File: src/rtl/dlsc_cmd_pkg.sv
`default_nettype none
// ============================================================================
// Module   : dlsc_cmd_pkg
// Purpose  : Shared response codes, FSM state encoding and sizing helper.
// Revision : 1.0
// ============================================================================
package dlsc_cmd_pkg;

    localparam logic [1:0] RESP_OKAY   = 2'd0;
    localparam logic [1:0] RESP_SLVERR = 2'd2;
    localparam logic [1:0] RESP_DECERR = 2'd3;

    typedef enum logic [2:0] {
        ST_IDLE = 3'd0,
        ST_CMD  = 3'd1,
        ST_RESP = 3'd2,
        ST_ERR  = 3'd3,
        ST_DONE = 3'd4
    } state_t;

    // Index width that never collapses to zero bits.
    function automatic int clog2_min1(input int v);
        return (v > 1) ? $clog2(v) : 1;
    endfunction

endpackage
`default_nettype wire

File: src/rtl/dlsc_address_decoder.sv
`default_nettype none
// ============================================================================
// Module   : dlsc_address_decoder
// Purpose  : Masked base-address match; lowest matching range index wins.
// Revision : 1.0
// ============================================================================
module dlsc_address_decoder
    import dlsc_cmd_pkg::*;
#(
    parameter int                      ADDR    = 32,
    parameter int                      RANGES  = 4,
    parameter int                      RANGESB = 2,
    parameter logic [RANGES*ADDR-1:0]  MASKS   = '0,
    parameter logic [RANGES*ADDR-1:0]  BASES   = '0
) (
    input  logic [ADDR-1:0]    addr_i,
    output logic               match_valid_o,
    output logic [RANGESB-1:0] match_o
);

    // Scan from the top so the lowest-index match is written last.
    always_comb begin
        match_valid_o = 1'b0;
        match_o       = '0;
        for (int i = RANGES - 1; i >= 0; i--) begin
            if ((addr_i & ~MASKS[i*ADDR +: ADDR]) ==
                (BASES[i*ADDR +: ADDR] & ~MASKS[i*ADDR +: ADDR])) begin
                match_valid_o = 1'b1;
                match_o       = RANGESB'(i);
            end
        end
    end

endmodule
`default_nettype wire

File: src/rtl/dlsc_cmd_arbiter_decode.sv
`default_nettype none
// ============================================================================
// Module   : dlsc_cmd_arbiter_decode
// Purpose  : Round-robin command arbiter with address decode, response return,
//            internal DECERR/SLVERR generation. One command in flight.
// Revision : 1.0
// ============================================================================
module dlsc_cmd_arbiter_decode
    import dlsc_cmd_pkg::*;
#(
    parameter int                      ADDR    = 32,
    parameter int                      DATA    = 32,
    parameter int                      MASTERS = 2,
    parameter int                      SLAVES  = 4,
    parameter int                      SLAVESB = 2,
    parameter logic [SLAVES*ADDR-1:0]  MASKS   = '0,
    parameter logic [SLAVES*ADDR-1:0]  BASES   = '0,
    parameter int                      TIMEOUT = 256
) (
    input  logic                      clk,
    input  logic                      rst,

    input  logic [MASTERS-1:0]        in_valid_i,
    output logic [MASTERS-1:0]        in_ready_o,
    input  logic [MASTERS*ADDR-1:0]   in_addr_i,
    input  logic [MASTERS-1:0]        in_write_i,
    input  logic [MASTERS*DATA-1:0]   in_wdata_i,
    output logic [MASTERS-1:0]        in_rvalid_o,
    output logic [DATA-1:0]           in_rdata_o,
    output logic [1:0]                in_rresp_o,

    output logic [SLAVES-1:0]         out_valid_o,
    input  logic [SLAVES-1:0]         out_ready_i,
    output logic [ADDR-1:0]           out_addr_o,
    output logic                      out_write_o,
    output logic [DATA-1:0]           out_wdata_o,
    input  logic [SLAVES-1:0]         out_rvalid_i,
    input  logic [SLAVES*DATA-1:0]    out_rdata_i,
    input  logic [SLAVES*2-1:0]       out_rresp_i
);

    localparam int c_MB = clog2_min1(MASTERS);
    localparam int c_TW = clog2_min1(TIMEOUT + 1);
    localparam logic [c_TW-1:0] c_TLAST = c_TW'((TIMEOUT > 0) ? TIMEOUT - 1 : 0);

    state_t            state_q, state_d;
    logic [c_MB-1:0]   last_grant_q, last_grant_d;
    logic [c_MB-1:0]   owner_q, owner_d;
    logic [SLAVESB-1:0] sel_q, sel_d;
    logic [ADDR-1:0]   addr_q, addr_d;
    logic              write_q, write_d;
    logic [DATA-1:0]   wdata_q, wdata_d;
    logic [DATA-1:0]   rdata_q, rdata_d;
    logic [1:0]        rresp_q, rresp_d;
    logic [c_TW-1:0]   tcnt_q, tcnt_d;

    logic              w_any;
    logic [c_MB-1:0]   w_winner;
    int                w_idx;
    logic [ADDR-1:0]   w_addr;
    logic              w_match_valid;
    logic [SLAVESB-1:0] w_match;

    // Round-robin: first requester after last_grant, wrapping.
    always_comb begin
        w_any    = 1'b0;
        w_winner = last_grant_q;
        w_idx    = 0;
        for (int i = 1; i <= MASTERS; i++) begin
            w_idx = int'(last_grant_q) + i;
            if (w_idx >= MASTERS) begin
                w_idx = w_idx - MASTERS;
            end
            if (!w_any && in_valid_i[c_MB'(w_idx)]) begin
                w_any    = 1'b1;
                w_winner = c_MB'(w_idx);
            end
        end
    end

    assign w_addr = in_addr_i[w_winner*ADDR +: ADDR];

    dlsc_address_decoder #(
        .ADDR    (ADDR),
        .RANGES  (SLAVES),
        .RANGESB (SLAVESB),
        .MASKS   (MASKS),
        .BASES   (BASES)
    ) u_decoder (
        .addr_i        (w_addr),
        .match_valid_o (w_match_valid),
        .match_o       (w_match)
    );

    always_comb begin
        state_d      = state_q;
        last_grant_d = last_grant_q;
        owner_d      = owner_q;
        sel_d        = sel_q;
        addr_d       = addr_q;
        write_d      = write_q;
        wdata_d      = wdata_q;
        rdata_d      = rdata_q;
        rresp_d      = rresp_q;
        tcnt_d       = tcnt_q;
        in_ready_o   = '0;
        in_rvalid_o  = '0;
        out_valid_o  = '0;

        case (state_q)
            ST_IDLE: begin
                if (w_any) begin
                    in_ready_o[w_winner] = 1'b1;
                    owner_d      = w_winner;
                    last_grant_d = w_winner;
                    addr_d       = w_addr;
                    write_d      = in_write_i[w_winner];
                    wdata_d      = in_wdata_i[w_winner*DATA +: DATA];
                    sel_d        = w_match;
                    state_d      = w_match_valid ? ST_CMD : ST_ERR;
                end
            end
            ST_CMD: begin
                out_valid_o[sel_q] = 1'b1;
                if (out_ready_i[sel_q]) begin
                    tcnt_d  = '0;
                    state_d = ST_RESP;
                end
            end
            ST_RESP: begin
                // A response on the expiry cycle wins over the timeout.
                if (out_rvalid_i[sel_q]) begin
                    rdata_d = out_rdata_i[sel_q*DATA +: DATA];
                    rresp_d = out_rresp_i[sel_q*2 +: 2];
                    state_d = ST_DONE;
                end else if ((TIMEOUT != 0) && (tcnt_q == c_TLAST)) begin
                    rdata_d = '0;
                    rresp_d = RESP_SLVERR;
                    state_d = ST_DONE;
                end else if (tcnt_q != '1) begin
                    tcnt_d = tcnt_q + 1'b1;
                end
            end
            ST_ERR: begin
                rdata_d = '0;
                rresp_d = RESP_DECERR;
                state_d = ST_DONE;
            end
            ST_DONE: begin
                in_rvalid_o[owner_q] = 1'b1;
                state_d = ST_IDLE;
            end
            default: begin
                state_d = ST_IDLE;
            end
        endcase
    end

    always_ff @(posedge clk) begin
        if (rst) begin
            state_q      <= ST_IDLE;
            last_grant_q <= c_MB'(MASTERS - 1);
            owner_q      <= '0;
            sel_q        <= '0;
            addr_q       <= '0;
            write_q      <= 1'b0;
            wdata_q      <= '0;
            rdata_q      <= '0;
            rresp_q      <= RESP_OKAY;
            tcnt_q       <= '0;
        end else begin
            state_q      <= state_d;
            last_grant_q <= last_grant_d;
            owner_q      <= owner_d;
            sel_q        <= sel_d;
            addr_q       <= addr_d;
            write_q      <= write_d;
            wdata_q      <= wdata_d;
            rdata_q      <= rdata_d;
            rresp_q      <= rresp_d;
            tcnt_q       <= tcnt_d;
        end
    end

    assign out_addr_o  = addr_q;
    assign out_write_o = write_q;
    assign out_wdata_o = wdata_q;
    assign in_rdata_o  = rdata_q;
    assign in_rresp_o  = rresp_q;

endmodule
`default_nettype wire

File: config.mk
export PLATFORM = sky130hd
export DESIGN_NAME = dlsc_cmd_arbiter_decode
export DESIGN_NICKNAME = d
export VERILOG_FILES = /design/src/rtl/dlsc_cmd_pkg.sv /design/src/rtl/dlsc_address_decoder.sv /design/src/rtl/dlsc_cmd_arbiter_decode.sv
export SDC_FILE = /design/constraint.sdc
export NUM_CORES = 1
export LEC_CHECK = 0
export CAP_MARGIN = 20
export CORE_AREA = 2 2 149 151
export CTS_CLUSTER_DIAMETER = 40
export DETAILED_ROUTE_END_ITERATION = 6
export DIE_AREA = 0 0 151 153
export DONT_BUFFER_PORTS = 1
export GPL_TIMING_DRIVEN = 0
export PLACE_DENSITY = 0.32
export SYNTH_ARGS = -nofsm -noshare
export SYNTH_HDL_FRONTEND = slang
export SYNTH_SLANG_ARGS = --single-unit
File: constraint.sdc
create_clock -name clk -period 2.6 [get_ports clk]
set_clock_uncertainty 0.2 [all_clocks]
set_input_delay 0.39 -clock clk [delete_from_list [all_inputs] [get_ports clk]]
set_output_delay 0.39 -clock clk [all_outputs]
set_load 0.05 [all_outputs]
==> results by group, run 1 <==
Timing
  – Worst Max-Slew Pin Slew: ~0.83 ns
  – Pins over their slew limit: 0
  – Final hold violations: 0
  – Final setup fails: 0
  – Max-slew headroom: 44.72%
  – Minimum clock period: ~2.4 ns
  – Fmax: ~410 MHz
  – RSZ-0062 raised after global routing: false
  – Final period util: a little over nine tenths

Min path
  – Hold Crit Endpoint: out_wdata_o[6]$_SDFFE_PP0P_
  – Hold Crit Class: in2reg
  – Hold Crit Start: in_wdata_i[38]
  – Hold Path Depth: 2

GRT
  – Largest net degree at the start of global routing: 17
  – GRT Overall Usage: 14.65%
  – Global-route wire length before repair: 25.39 mm
  – Vias in the first global route: 4308
  – Initial antenna violation count: 0
  – GRT overflow: 0

Setup path
  – Worst-path fanout max: 10
  – Required @ worst endpoint: 2.68 ns
  – Worst Setup End Kind: flip-flop
  – R2R setup slack: roughly 0.16 ns
  – Critical Path Source Type: flip-flop
  – Reg-to-reg startpoint: tcnt_q[2]$_SDFFE_PP0P_
  – Data arrival, critical path: 2.52 ns
  – Reg2reg path depth: 9
  – R2r endpoint: in_rdata_o[13]$_SDFFE_PP0P_
  – Setup Crit Path Kind: reg2reg

Floorplan
  – Ports: 385
  – Die X: 151 um
  – Vert. Die Dim: between 150 and 200 um
  – Die ar.: ~23000 sq um
  – Core area: 21490 sq um
  – Starting Density: 22.84%
  – FP Rows: between 50 and 60

Clocking
  – Clk buf depth: 2
  – CTS root buf: clkbuf_16
  – Clock-pin slew on the worst setup and hold paths: 0.06 ns
  – Clk_lat worst skew: 0.41 ns
  – TritonCTS clock tree: done
  – CTS Buf Count: 17
  – H-Tree Depth: 4
  – Clock sink total: 113

Logic synthesis
  – Synthesized flop and latch total: 113
  – FFs w/ async S/R, synth: 0%
  – Mapped Area: 4907 sq um
  – EDFF count, synth: 0
  – Distinct cells, synth: 42
  – YS warnings: 0
  – Avg Cell Area, Syn: 9.383 sq um
  – Gate count of the mapped netlist: ~520
  – Synth Flop Type: dfxtp_1
  – Sequential share of the synthesized area: 46.10%

Final layout
  – Ant diodes: 0
  – Share of layout cells above drive strength 1: 12.92%
  – Post-Layout Cell Count: 876
  – Final core occ: 29.16%
  – Leading cell types in the layout, fill and taps excluded: 113 x dfxtp_1, 105 x nor2_1, 66 x mux2i_1
  – Synth-to-layout area growth: 27.66%
  – Commonest non-fill, non-tap cell in the layout: dfxtp_1
  – Fillers: 2292
  – Count of nets after finishing: 866

Place
  – Placed cells: 807
  – GPL Wtd Cong: 0.7733
  – HPWL after DPL: about 13 mm
  – Port Buffer Count: 0

Routing
  – Remaining DRCs: 0
  – Average routed wire per standard cell: approximately 19 um
  – Initial DRC count: roughly 150
  – Avg Vias per Cell: 4.752
  – ANT nets after route: 0
  – Vias: 4163
  – Router iterations before antenna repair: 6
  – Drt total wl: 16.92 mm

Power
  – Total Power: around 5.7 mW
  – Max VDD drop: 336.0 uV
  – Power Density: between 900 and 1000 nW/um^2
  – Leakage power: between 2 and 2.5 nW

Flow run
  – Max Cap Violations: 0

Status
  – Status: finished clean
-- through the flow --
| step | hold WS (ns) | TNS (ns) | cell area (sq um) | setup WS (ns) |
|---|---|---|---|---|
| floorplan | 0.2521 | 0 | 4921 | 0.01994 |
| global placement | 0.2609 | -0.2400 | 5271 | -0.2400 |
| detailed placement | 0.2726 | 0 | 5298 | 0.01917 |
| CTS | 0.00006184 | 0 | 6226 | 0.01421 |
| global route | 0.005519 | 0 | 6265 | 0.009790 |
| finish | 0.01838 | 0 | 6265 | 0.1624 |
-- repair_timing --
item | in CTS | in global routing
hold endpoints to repair | 36 | 1
setup buffers | 0 | 0
gates resized for setup | 0 | 8
hold buffers | 37 | 1
setup endpoints to repair | 0 | 31
-- state kept, by name, summed over array words and instances, names as in the netlist --
register      cells
state_q           3
out_wdata_o      32
tcnt_q            9
last_grant_q      1
out_write_o       1
in_rresp_o        2
out_addr_o       32
in_rdata_o       32
owner_q           1
-- how the worst max path moves through the flow --
stage | from | to | slack, ns | depth (start not counted)
after CTS | last_grant_q$_SDFFE_PP1P_ | out_addr_o[20]$_SDFFE_PP0P_ | 0.01 | 7
after global placement | state_q[0]$_SDFFE_PP0P_ | in_rvalid_o[1] | -0.24 | 2
after global routing | tcnt_q[2]$_SDFFE_PP0P_ | in_rdata_o[13]$_SDFFE_PP0P_ | 0.01 | 9
after floorplan | state_q[0]$_SDFFE_PP0P_ | in_rvalid_o[1] | 0.02 | 2
final | tcnt_q[2]$_SDFFE_PP0P_ | in_rdata_o[13]$_SDFFE_PP0P_ | 0.16 | 9
after detailed placement | in_valid_i[0] | out_addr_o[20]$_SDFFE_PP0P_ | 0.02 | 6
-- power breakdown --
group	internal [mW]	leakage [nW]	switching, mW
Clock	1.33	0.265	0.869
Sequential	1.91	0.927	0.716
Combinational	0.361	1.18	0.501
Total	3.61	2.38	2.09
-- cells by family (layout without fill, tap and decap cells) --
| kind of cell | after synthesis | in the layout | synth area share [%] |
|---|---|---|---|
| compound gates | 121 | 121 | 17.90 |
| xor+xnor | 1 | 1 | 0.1785 |
| fa+ha+maj | 5 | 5 | 1.275 |
| buf+inv | 53 | 124 | 5.227 |
| flops | 113 | 113 | 46.10 |
| mux | 66 | 66 | 13.46 |
| other cells | 1 | 3 | 0.07642 |
| simple gates | 163 | 163 | 15.78 |
-- synth_stat cells (2+ instances only) --
cell / count / area share [%]
nor2_1: 106 / 8.1
nor3_1: 3 / 0.31
nand2_1: 5 / 0.38
mux2i_1: 66 / 13
or3_1: 7 / 0.89
a22oi_1: 32 / 4.9
or2_2: 2 / 0.25
o21ai_0: 6 / 0.61
buf_4: 6 / 0.92
a21oi_1: 9 / 0.92
nand2b_1: 2 / 0.25
nor4_1: 16 / 2.0
clkbuf_1: 17 / 1.3
and2_1: 3 / 0.38
dfxtp_1: 113 / 46
nand3_1: 5 / 0.51
inv_1: 7 / 0.54
nand4_1: 4 / 0.51
buf_2: 22 / 2.2
a211oi_1: 65 / 9.9
a21o_1: 2 / 0.31
ha_1: 5 / 1.3
-- per-layer routing --
layer,global-route usage (%),routed length (um),up-vias
li1,-,-,2032
met5,0,0,-
met3,5.642,1534,20
met2,23.44,8033,190
met1,17.87,7085,1921
met4,5.162,265,0
-- final cells by class --
class	count	area (sq um)	share of cell area, %
tap	280	350.3	5.592
multi-input combinational	359	2441	38.97
clock inverter	13	115.1	1.837
sequential	113	2262	36.11
timing repair buffer	40	395.4	6.311
inverter	7	26.28	0.4194
buffer	45	231.5	3.695
clock buffer	19	442.9	7.070
-- worst max-delay path, stage by stage (launching register included) --
cell and delay [ns]:
dfxtp_1 0.38, and3_4 0.21, nand3_1 0.14, nor2_2 0.17
ha_2 0.26, nor2_1 0.06, or3_1 0.43, buf_2 0.23
a22oi_1 0.17, nor2_1 0.06
Note: power is estimated with default switching activity, not from simulation.
==> run 2: changes to the inputs <==
CTS_CLUSTER_DIAMETER = 100   (was 40)
==> results of run 2 <==
No change in the layout: final DEF, timing and power equal those of run 1.
==> run 3: changes to the inputs <==
CORE_AREA = 8 8 143 145   (was 2 2 149 151)
PLACE_DENSITY = 0.37   (was 0.32)
SLEW_MARGIN = 30   (was unset)
==> results by group, run 3 (synthesis results as in run 1) <==
Status
  – Status: finished clean

Clocking
  – H-Tree Depth: 4 (unchanged)
  – Postcts setup bufs: 0 (unchanged)
  – CTS root buf: clkbuf_16
  – Clk buf depth: 2 (unchanged)
  – Clock sink total: 113 (unchanged)
  – CTS Buf Count: 17 (unchanged)
  – TritonCTS clock tree: done
  – Clk_lat worst skew: 0.40 ns (about the same)
  – Clock-pin slew on the worst setup and hold paths: 0.06 ns (about the same)

Flow run
  – Max Cap Violations: 0 (unchanged)

Timing
  – Final Worst Setup Slack: 0.2191 ns (+0.05664 ns)
  – RSZ-0062 raised after global routing: false
  – Fmax: 420.0 MHz (+2.4%)
  – Final setup fails: 0 (unchanged)
  – Final period util: 91.57% (-2.2 points)
  – Final hold violations: 0 (unchanged)
  – Minimum clock period: 2.381 ns (-0.05664 ns)
  – Max-slew headroom: 44.84% (+0.12 points)
  – Worst Max-Slew Pin Slew: 0.8262 ns (-0.003007 ns)
  – Pins over their slew limit: 0 (unchanged)

Min path
  – Hold Path Depth: 2 (unchanged)
  – Hold Crit Start: in_addr_i[41]
  – Hold Crit Class: in2reg
  – Hold Crit Endpoint: out_addr_o[9]$_SDFFE_PP0P_

Setup path
  – Reg2reg path depth: 9 (unchanged)
  – Data arrival, critical path: 2.46 ns (-0.06 ns)
  – Reg-to-reg startpoint: tcnt_q[2]$_SDFFE_PP0P_
  – Cell mode on critical path: nor2_1
  – R2r endpoint: in_rdata_o[24]$_SDFFE_PP0P_
  – Worst-path fanout max: 10 (unchanged)
  – Setup Crit Path Kind: reg2reg
  – Worst Setup End Kind: flip-flop
  – CP top delay family: simple AND/OR/NAND/NOR gates
  – Buf/Inv on CP: 1 (unchanged)
  – Required @ worst endpoint: 2.68 ns (about the same)
  – Critical Path Source Type: flip-flop
  – Crit path launch: tcnt_q[2]$_SDFFE_PP0P_
  – Crit-path cells: and3_1 -> nand3_1 -> nor2_2 -> ha_2 -> nor2_1 -> or3_4 -> buf_2 -> a22oi_1 -> nor2_1
  – Worst path max stage delay: 0.38 ns (-0.05 ns)
  – R2R setup slack: 0.22 ns (+0.06 ns)
  – Max stage delay cell, worst path: or3_4

Routing
  – Average routed wire per standard cell: 21.10 um (+9.3%)
  – Router iterations before antenna repair: 4 (-2)
  – Avg Vias per Cell: 5.046 (+6.2%)
  – ANT nets after route: 0 (unchanged)
  – Remaining DRCs: 0 (unchanged)
  – Drt total wl: 17.47 mm (+3.3%)
  – Initial DRC count: 136 (-11%)
  – Vias: 4178 (+0.36%)

Final layout
  – Commonest non-fill, non-tap cell in the layout: dfxtp_1
  – Post-Layout Cell Count: 828 (-5.5%)
  – Leading cell types in the layout, fill and taps excluded: 113 x dfxtp_1, 105 x nor2_1, 66 x mux2i_1
  – Fillers: 1884 (-18%)
  – Ant diodes: 0 (unchanged)
  – Share of layout cells above drive strength 1: 12.29% (-0.63 points)
  – Count of nets after finishing: 865 (-0.12%)
  – Synth-to-layout area growth: 26.57%
  – Final Instance Area: 6211 sq um (-0.86%)

GRT
  – Vias in the first global route: 4408 (+2.3%)
  – GRT overflow: 0 (unchanged)
  – Initial antenna violation count: 0 (unchanged)
  – Global-route wire length before repair: 25.98 mm (+2.3%)
  – GRT Overall Usage: 14.73% (+0.083 points)
  – Largest net degree at the start of global routing: 17 (unchanged)

Place
  – DP Worst Slack: 0.04066 ns (+0.02149 ns)
  – Placed cells: 760 (-5.8%)
  – Placed inst area: 5246 sq um (-0.97%)
  – HPWL after DPL: 13.57 mm (+6.1%)
  – GPL Wtd Cong: 0.7497 (-3.1%)
  – Port Buffer Count: 0 (unchanged)

Floorplan
  – FP Rows: 50 (-7.4%)
  – Core area: 18270 sq um (-15%)
  – Ports: 385 (unchanged)
  – Vert. Die Dim: 153 um (unchanged)
  – Die X: 151 um (unchanged)
  – Die ar.: 23100 sq um (unchanged)
  – Starting Density: 26.86% (+4.0 points)

Power
  – Power Density: 917.9 nW/um^2 (+1.0%)
  – Max VDD drop: 406.4 uV (+21%)
  – Leakage power: 2.384 nW (+0.34%)
-- run 3: per-layer routing --
metal	wire length (um)	track usage [%]	vias up
met5	0	0	-
met4	148	4.432	0
met3	1905	7.204	8
met2	8375	23.50	199
met1	7044	16.96	1952
li1	-	-	2019
-- run 3: layout make-up --
type / count / area [sq um] / area share, %
inverter: 7 / 26.28 / 0.4230
sequential: 113 / 2262 / 36.42
clock inverter: 12 / 117.6 / 1.894
timing repair buffer: 39 / 384.1 / 6.185
multi-input combinational: 359 / 2456 / 39.54
tap: 234 / 292.8 / 4.714
clock buffer: 19 / 442.9 / 7.131
buffer: 45 / 229.0 / 3.687
-- run 3: how the worst max path moves through the flow --
| stage | to | slack [ns] | depth (start not counted) |
|---|---|---|---|
| detailed placement | in_rdata_o[5]$_SDFFE_PP0P_ | 0.04 | 8 |
| CTS | in_rdata_o[5]$_SDFFE_PP0P_ | 0.03 | 8 |
| floorplan | in_rvalid_o[1] | 0.02 | 2 |
| finish | in_rdata_o[24]$_SDFFE_PP0P_ | 0.22 | 9 |
| global placement | in_rvalid_o[1] | -0.24 | 2 |
| global route | tcnt_q[1]$_SDFFE_PP0P_ | 0.00009 | 9 |
-- run 3: timing repair --
item                       4_1_cts  5_1_grt
gates resized for setup          0        6
hold buffers                    36        2
hold endpoints to repair        36        1
setup endpoints to repair        0       25
-- run 3: report_power, final --
group          switching (mW)  internal [mW]  total (mW)
logic                   0.491          0.363       0.854
clock network           0.798           1.41        2.21
registers               0.724           1.91        2.63
total                    2.01           3.69        5.70
-- run 3: metrics by stage --
stage	util (%)	power (mW)	setup TNS, ns	hold WS, ns
2_1_floorplan	-	3.237	0	0.2521
3_3_place_gp	28.54	3.469	-0.2371	0.2643
3_5_place_dp	28.72	3.492	0	0.2727
4_1_cts	33.76	5.792	0	-0.00000005551
5_1_grt	34.00	6.000	0	0.01101
6_report	34.00	5.701	0	0.01903
